[src/rtl/pc_fetch_unit.sv]
// PC register, instruction prefetch over a req/ack memory port, and the IR feeding the controller.
// Optional macro PC_FETCH_TIMEOUT_EN adds a fetch timeout with a sticky fetch_err flag.
module pc_fetch_unit #(
    parameter int ADDR_W  = 8,
    parameter int INSTR_W = 16
) (
    input  logic               clk,
    input  logic               rst,
    input  logic               loadIR,
    input  logic               loadPC,
    input  logic               incPC,
    input  logic               selA,
    input  logic               imem_ack,
    input  logic [INSTR_W-1:0] imem_rdata,
    output logic               imem_req,
    output logic [ADDR_W-1:0]  imem_addr,
    output logic [ADDR_W-1:0]  pc,
    output logic [INSTR_W-1:0] ir,
    output logic [3:0]         opcode,
    output logic               ir_valid,
    output logic               fetch_busy,
    output logic               fetch_err,
    output logic [1:0]         dbg_state
);

    typedef enum logic [1:0] {
        S_IDLE    = 2'd0,
        S_FETCH   = 2'd1,
        S_DISCARD = 2'd2,
        S_READY   = 2'd3
    } state_t;

    localparam logic [ADDR_W-1:0] PC_ONE = {{(ADDR_W-1){1'b0}}, 1'b1};

    state_t               state_q;
    state_t               state_d;
    logic [ADDR_W-1:0]    pc_q;
    logic [ADDR_W-1:0]    old_addr_q;
    logic [INSTR_W-1:0]   ir_q;
    logic [INSTR_W-1:0]   buf_q;
    logic                 ir_valid_q;

    logic                 jump;
    logic                 pc_change;
    logic [ADDR_W-1:0]    pc_target;
    logic                 ack_take;
    logic                 timeout;
    logic                 hold;

    // Memory handshake: imem_req stays high with imem_addr stable until imem_ack.
    // An ack counts only in a cycle where imem_req is high; imem_rdata is taken in that cycle.
    assign ack_take  = imem_req & imem_ack;

    assign jump      = loadPC & selA;
    assign pc_change = (state_q != S_IDLE) & (jump | incPC);
    assign pc_target = jump ? ir_q[ADDR_W-1:0] : (pc_q + PC_ONE);

`ifdef PC_FETCH_TIMEOUT_EN
    logic [3:0] tcnt_q;
    logic       hold_q;
    logic       err_q;

    assign hold    = hold_q;
    assign timeout = imem_req & ~imem_ack & (tcnt_q == 4'd14);

    // A timeout drops the request for one cycle (hold) before reissuing at pc.
    always_ff @(posedge clk) begin
        if (rst) begin
            tcnt_q <= 4'd0;
            hold_q <= 1'b0;
            err_q  <= 1'b0;
        end else begin
            hold_q <= timeout;
            if (timeout) begin
                err_q <= 1'b1;
            end
            if (ack_take || timeout || !imem_req || (state_d != state_q)) begin
                tcnt_q <= 4'd0;
            end else begin
                tcnt_q <= tcnt_q + 4'd1;
            end
        end
    end

    assign fetch_err = err_q;
`else
    assign hold      = 1'b0;
    assign timeout   = 1'b0;
    assign fetch_err = 1'b0;
`endif

    // State register
    always_ff @(posedge clk) begin
        if (rst) begin
            state_q <= S_IDLE;
        end else begin
            state_q <= state_d;
        end
    end

    // Next-state logic
    always_comb begin
        state_d = state_q;
        case (state_q)
            S_IDLE: begin
                state_d = S_FETCH;
            end
            S_FETCH: begin
                if (timeout) begin
                    state_d = S_FETCH;
                end else if (pc_change) begin
                    // Without an outstanding request (ack now, or in hold) refetch directly.
                    state_d = (ack_take || hold) ? S_FETCH : S_DISCARD;
                end else if (ack_take) begin
                    state_d = S_READY;
                end
            end
            S_DISCARD: begin
                if (ack_take || timeout) begin
                    state_d = S_FETCH;
                end
            end
            S_READY: begin
                if (pc_change) begin
                    state_d = S_FETCH;
                end
            end
            default: begin
                state_d = S_IDLE;
            end
        endcase
    end

    // Output logic
    always_comb begin
        imem_req   = ((state_q == S_FETCH) || (state_q == S_DISCARD)) & ~hold;
        imem_addr  = (state_q == S_DISCARD) ? old_addr_q : pc_q;
        fetch_busy = (state_q != S_READY);
        dbg_state  = state_q;
    end

    // Datapath: READY always implies the buffer holds the word at pc.
    always_ff @(posedge clk) begin
        if (rst) begin
            pc_q       <= '0;
            old_addr_q <= '0;
            ir_q       <= '0;
            buf_q      <= '0;
            ir_valid_q <= 1'b0;
        end else begin
            if (pc_change) begin
                pc_q <= pc_target;
            end
            if ((state_q == S_READY) && loadIR) begin
                ir_q       <= buf_q;
                ir_valid_q <= 1'b1;
            end
            if ((state_q == S_FETCH) && (state_d == S_DISCARD)) begin
                old_addr_q <= pc_q;
            end
            if ((state_q == S_FETCH) && ack_take && !pc_change) begin
                buf_q <= imem_rdata;
            end
        end
    end

    assign pc       = pc_q;
    assign ir       = ir_q;
    assign ir_valid = ir_valid_q;
    assign opcode   = ir_q[INSTR_W-1:INSTR_W-4];

endmodule

[config.mk]
export PLATFORM = sky130hd
export DESIGN_NAME = pc_fetch_unit
export DESIGN_NICKNAME = d
export VERILOG_FILES = /design/src/rtl/pc_fetch_unit.sv
export SDC_FILE = /design/constraint.sdc
export NUM_CORES = 1
export LEC_CHECK = 0
export ABC_AREA = 1
export ABC_CLOCK_PERIOD_IN_PS = 2700
export CORE_MARGIN = 10
export CORE_UTILIZATION = 51
export DETAILED_ROUTE_END_ITERATION = 8
export PLACE_DENSITY = 0.85
export RECOVER_POWER = 100
export SYNTH_ARGS = -nofsm -noshare
export SYNTH_HDL_FRONTEND = slang
export SYNTH_SLANG_ARGS = --single-unit
[constraint.sdc]
create_clock -name clk -period 2.7 [get_ports clk]
set_input_delay 0.27 -clock clk [delete_from_list [all_inputs] [get_ports clk]]
set_output_delay 0.27 -clock clk [all_outputs]
set_load 0.02 [all_outputs]
==> results.py, run 1 <==
metrics = {
    "run_status": {
        "status": "finished clean",
    },
    "synthesis": {
        "synthArstFlopShare_pct": 0,
        "syn_inst": 331,
        "yosysTopAreaCell": "dfxtp_1",
        "syn_nets": 361,
        "ys.flop_type": "dfxtp_1",
        "netlist_area_um2": 2370,
        "ys_ff_latch": 51,
        "synth-edff-count": 0,
        "synthMostInstantiatedCell": "nor2_1",
        "synth_commonest_cells": "nor2_1, dfxtp_1, o21ai_0",
        "synth_top_cell_area_share_pct": 43.0,
        "netlist_top_cells_area": "dfxtp_1, nor2_1, o21ai_0",
        "yosysWarnings": 0,
        "synth.distinct_cells": 29,
        "synth_seq_area_share_pct": 43.0,
        "synth.avg_cell_area_um2": 7.17,
    },
    "floorplanning": {
        "ios": 65,
        "die_h_um": 88.2,
        "rows": 24,
        "dieArea_um2": 7780,
        "coreArea_um2": 4440,
        "start_util_pct": 53.4,
        "die_w_um": 88.2,
    },
    "power_and_ir_drop": {
        "total_power_w": 0.00162,
        "power_density_nw_per_um2": 527,
        "worst_ir_drop_vdd_v": 0.000274,
        "power_leakage_nw": 1.36,
    },
    "critical_path": {
        "start_kind": "flip-flop",
        "cpPeakStageDelay_ps": 700,
        "cpMaxStageDelayCell": "dlygate4sd3_1",
        "cp_data_arrival_time_ps": 2210,
        "crit_required_ps": 2430,
        "crit_chain": "inv_1 > ha_1 > o21ai_0 > dlygate4sd3_1",
        "critPathKind": "reg -> out",
        "path_delay_family": "buffers and inverters",
        "path_buf_inv": 2,
        "path_max_fanout": 18,
        "end_kind": "output port",
    },
    "placed_design": {
        "dp_slack_ps": 534,
        "port_buffers": 63,
        "place_congestion": 0.824,
        "place_inst": 430,
        "dp_hpwl_um": 4480,
    },
    "detailed_routing": {
        "routed_wl_um": 6030,
        "drc": 0,
        "vias_per_cell": 5.17,
        "met2_length_um": 3010,
        "ant_nets": 0,
        "wl_per_cell_um": 13.8,
        "m1WireLength_um": 2460,
        "wl_met3_um": 508,
        "highest_layer": "met4",
        "drt_iter0_drc": 177,
        "dr.pass1.iters": 4,
        "vias": 2265,
    },
    "timing": {
        "fmax_ghz": 0.402,
        "final_hold_viol_count": 0,
        "post-route-period-util_pct": 92.0,
        "finalSetupViolCount": 0,
        "fin_ws_ps": 215,
        "rsz0062_at_grt": "false",
        "tns_ps": 0,
        "tightest_slew_ps": 541,
        "layout_min_cycle_time_ps": 2480,
        "slew_violations": 0,
        "slew_headroom_pct": 63.9,
        "clock_skew_ps": 5.59,
    },
    "cells_and_area": {
        "layout.area.seq_um2": 1020,
        "diodes": 0,
        "fin_cells": 438,
        "fillers": 383,
        "multi_input_area_um2": 1070,
        "area_growth_pct": 29.3,
        "nets": 415,
        "drive_gt1_share_pct": 4.40,
    },
    "job": {
        "cap_violations": 0,
    },
    "cts": {
        "cts_setup_buffers": 0,
        "cts_buffers": 5,
        "clk_latency_ps": 300,
        "holdBufCountCts": 0,
        "clockRootBuffer": "clkbuf_8",
        "postCtsResizedCells": 0,
        "cts.clk_slew.worst_paths_ps": 90,
        "cts_tree": "done",
        "ctsLongestPathBuffers": 2,
        "htreeDepth": 2,
        "cts_num_sinks": 51,
    },
    "global_route": {
        "grt_pass1_vias": 2199,
        "grt_usage_pct": 15.7,
        "grt_max_degree": 21,
        "antenna_found_initial": 0,
        "grt_pass1_wl_um": 9870,
        "grt-ovfl-total": 0,
    },
    "worst_hold_path": {
        "min_path_type": "reg -> reg",
    },
}
metal layers:
metal,global-route usage (%),vias to the layer above
met2,28.2,72
met5,0,-
met1,16.5,1034
met3,5.94,5
met4,4.85,0
li1,-,1154
sequential cells by signal, indices dropped and copies added (netlist names):
signal and flops:
buf_q 16, pc 8, old_addr_q 8, ir_valid 1
dbg_state 2, ir 16
cell usage in the layout (no fill, tap or decap), types with 2 or more instances in the layout:
cell type        count
buf_4                2
nor2_1              77
a211oi_1             2
dlygate4sd3_1       41
nand4_1              9
o21ai_0             50
a31oi_1              2
dfxtp_1             51
ha_1                 7
clkbuf_8             6
clkdlybuf4s50_1     22
nand3_1             13
inv_1               36
a21oi_1              9
clkinv_1             2
nand2_1             43
nand2_2              3
logic make-up after synthesis:
group / Yosys count / share of synthesized area (%)
DFF: 51 / 43.0
AOI/OAI and AO/OA: 66 / 14.7
other: 1 / 0.158
and+or+nand+nor: 149 / 28.3
buffers and inverters: 57 / 10.1
adders and majority gates: 7 / 3.69
cell type report:
cell class                      instances  area share (%)
Timing Repair Buffer                   65            21.1
Sequential cell                        51            33.3
Clock inverter                          2            1.14
Inverter                               39            4.77
Clock buffer                            6            2.69
Multi-Input combinational cell        223            34.9
Tap cell                               52            2.12
power by group:
group          switching [W]  leakage [nW]  internal, W  total (W)
Sequential         0.0000231         0.414     0.000784   0.000807
Combinational       0.000156         0.888     0.000105   0.000261
Clock               0.000247        0.0612     0.000300   0.000547
Total               0.000426          1.36      0.00119    0.00162
worst paths after layout:
check                               start                    endpoint  slack, ps  cells past startpoint
hold / removal      buf_q[6]$_SDFFE_PP0P_       buf_q[6]$_SDFFE_PP0P_        480                      2
hold reg to reg     buf_q[6]$_SDFFE_PP0P_       buf_q[6]$_SDFFE_PP0P_        480                      2
setup reg to reg  dbg_state[1]$_SDFF_PP0_  old_addr_q[2]$_SDFFE_PP0P_        350                     12
setup / recovery  dbg_state[0]$_SDFF_PP0_                imem_addr[5]        220                      4
worst register-to-register path: stages (launching register included):
cell and delay [ps]:
dfxtp_1 460, inv_1 130, ha_1 330, nand2_2 100, inv_1 80, nor2_1 40
nand2_1 70, nand3_1 100, nand3_1 300, nand3_1 350, nand2_1 140, inv_1 50
nor2_1 130
through the flow:
stage,hold slack [ps],utilization (%),instance area [um2]
3_3_place_gp,452,67.3,2990
2_1_floorplan,434,-,2370
5_1_grt,506,69.0,3070
4_1_cts,488,69.9,3110
6_report,483,69.0,3070
3_5_place_dp,467,67.3,2990
Note: power is estimated with default switching activity, not from simulation.
==> inputs of run 2 (changes only) <==
--- a/config.mk
+++ b/config.mk
@@ -10,7 +10,7 @@
 export CORE_MARGIN = 10
 export CORE_UTILIZATION = 51
 export DETAILED_ROUTE_END_ITERATION = 8
-export PLACE_DENSITY = 0.85
+export PLACE_DENSITY_LB_ADDON = 0.2
 export RECOVER_POWER = 100
 export SYNTH_ARGS = -nofsm -noshare
 export SYNTH_HDL_FRONTEND = slang
==> results.py, run 2 (synthesis gave the netlist of run 1 again) <==
metrics = {
    "run_status": {
        "status": "finished clean",
    },
    "placed_design": {
        "place_inst": 429,
        "place_congestion": 0.882,
        "port_buffers": 63,
        "dp_hpwl_um": 4330,
    },
    "global_route": {
        "grt_usage_pct": 15.1,
        "grt_max_degree": 24,
        "grt_pass1_vias": 2176,
        "grt-ovfl-total": 0,
        "grt_pass1_wl_um": 9630,
        "antenna_found_initial": 0,
    },
    "detailed_routing": {
        "drt_iter0_drc": 167,
        "wl_met3_um": 361,
        "wl_per_cell_um": 13.1,
        "ant_nets": 0,
        "highest_layer": "met4",
        "met2_length_um": 2750,
        "routed_wl_um": 5720,
        "vias_per_cell": 5.04,
        "m1WireLength_um": 2540,
        "dr.pass1.iters": 4,
        "vias": 2202,
        "drc": 0,
    },
    "worst_hold_path": {
        "hold_path.startpoint": "buf_q[15]$_SDFFE_PP0P_",
        "min_path_type": "reg -> reg",
        "whs_endpoint": "buf_q[15]$_SDFFE_PP0P_",
        "whs_path_depth": 2,
    },
    "floorplanning": {
        "rows": 24,
        "ios": 65,
        "dieArea_um2": 7780,
        "die_h_um": 88.2,
        "die_w_um": 88.2,
        "start_util_pct": 53.4,
        "coreArea_um2": 4440,
    },
    "timing": {
        "slew_violations": 0,
        "tightest_slew_ps": 604,
        "finalHoldWorstSlack_ps": 481,
        "clock_skew_ps": 4.47,
        "post-route-period-util_pct": 90.8,
        "slew_headroom_pct": 59.7,
        "finalSetupViolCount": 0,
        "final_hold_viol_count": 0,
        "tns_ps": 0,
        "fmax_ghz": 0.408,
        "layout_min_cycle_time_ps": 2450,
        "rsz0062_at_grt": "false",
    },
    "critical_path": {
        "timing.rr.start": "dbg_state[1]$_SDFF_PP0_",
        "regToRegEndpoint": "old_addr_q[6]$_SDFFE_PP0P_",
        "start_kind": "flip-flop",
        "regToRegSetupSlack_ps": 330,
        "cp_data_arrival_time_ps": 2180,
        "reg2reg_depth": 12,
        "path_max_fanout": 18,
        "critPathKind": "reg -> out",
        "end_kind": "output port",
        "crit_required_ps": 2430,
    },
    "cts": {
        "cts_tree": "done",
        "clk_latency_ps": 300,
        "holdBufCountCts": 0,
        "htreeDepth": 2,
        "ctsLongestPathBuffers": 2,
        "postCtsResizedCells": 0,
        "cts_buffers": 5,
        "cts.clk_slew.worst_paths_ps": 90,
        "clockRootBuffer": "clkbuf_8",
        "cts_num_sinks": 51,
        "cts_setup_buffers": 0,
    },
    "cells_and_area": {
        "fin_cells": 437,
        "layout.area.seq_um2": 1020,
        "drive_gt1_share_pct": 4.16,
        "mostFrequentLayoutCells": "nor2_1, dfxtp_1, o21ai_0, nand2_1, dlygate4sd3_1",
        "fillers": 417,
        "multi_input_area_um2": 1070,
        "diodes": 0,
        "final_common_cell": "nor2_1",
        "nets": 414,
        "area_growth_pct": 28.4,
    },
    "power_and_ir_drop": {
        "clock_power_share_pct": 31.0,
        "pwr-share-seq_pct": 52.3,
        "intPower_w": 0.00112,
        "p_switching_w": 0.000421,
        "power_leakage_nw": 1.34,
        "p_comb_share_pct": 16.7,
        "worst_ir_drop_vdd_v": 0.000303,
        "swShare_pct": 27.3,
        "power_density_nw_per_um2": 507,
    },
    "job": {
        "cap_violations": 0,
    },
}
[run 2: through the flow]
stage	area [um2]	setup slack, ps	total power (W)	utilization (%)
6_report	3050	249	0.00154	68.5
5_1_grt	3050	55.0	0.00162	68.5
4_1_cts	3090	251	0.00157	69.5
3_5_place_dp	2980	588	0.00110	67.1
3_3_place_gp	2980	660	0.00110	67.1
2_1_floorplan	2370	725	0.000996	-
[run 2: how the worst max path moves through the flow]
| stage | from | to | slack (ps) | cells after the start |
|---|---|---|---|---|
| 2_1_floorplan | dbg_state[1]$_SDFF_PP0_ | old_addr_q[0]$_SDFFE_PP0P_ | 720 | 11 |
| 3_3_place_gp | dbg_state[1]$_SDFF_PP0_ | imem_addr[7] | 660 | 4 |
| 3_5_place_dp | dbg_state[0]$_SDFF_PP0_ | imem_addr[0] | 590 | 5 |
| 4_1_cts | dbg_state[1]$_SDFF_PP0_ | imem_addr[0] | 250 | 4 |
| 5_1_grt | dbg_state[0]$_SDFF_PP0_ | imem_addr[0] | 60 | 5 |
| 6_report | dbg_state[1]$_SDFF_PP0_ | imem_addr[7] | 250 | 4 |
[run 2: final cells by class]
class,count,area share (%)
tap,52,2.14
clock inverter,1,0.247
clock buffer,7,3.16
inverter,39,4.81
multi-input combinational,223,35.2
timing repair buffer,64,21.0
sequential,51,33.5
[run 2: power by group through the flow]
stage               clock network, W  logic (W)  registers (W)
finish                      0.000479   0.000257       0.000807
detailed placement                 0   0.000276       0.000825
global route                0.000516   0.000290       0.000811
global placement                   0   0.000273       0.000823
floorplan                          0   0.000164       0.000833
CTS                         0.000485   0.000277       0.000807
[run 2: worst max-delay path: stages, from the launching register on]
cell and delay [ps]:
dfxtp_1 490, ha_1 520, nand2_1 100, o21ai_0 80, dlygate4sd3_1 690
[run 2: metal layers]
| metal | GRT usage, % | vias up |
|---|---|---|
| met5 | 0 | - |
| met2 | 26.1 | 55 |
| met4 | 5.43 | 0 |
| met1 | 17.4 | 989 |
| met3 | 4.27 | 6 |
| li1 | - | 1152 |
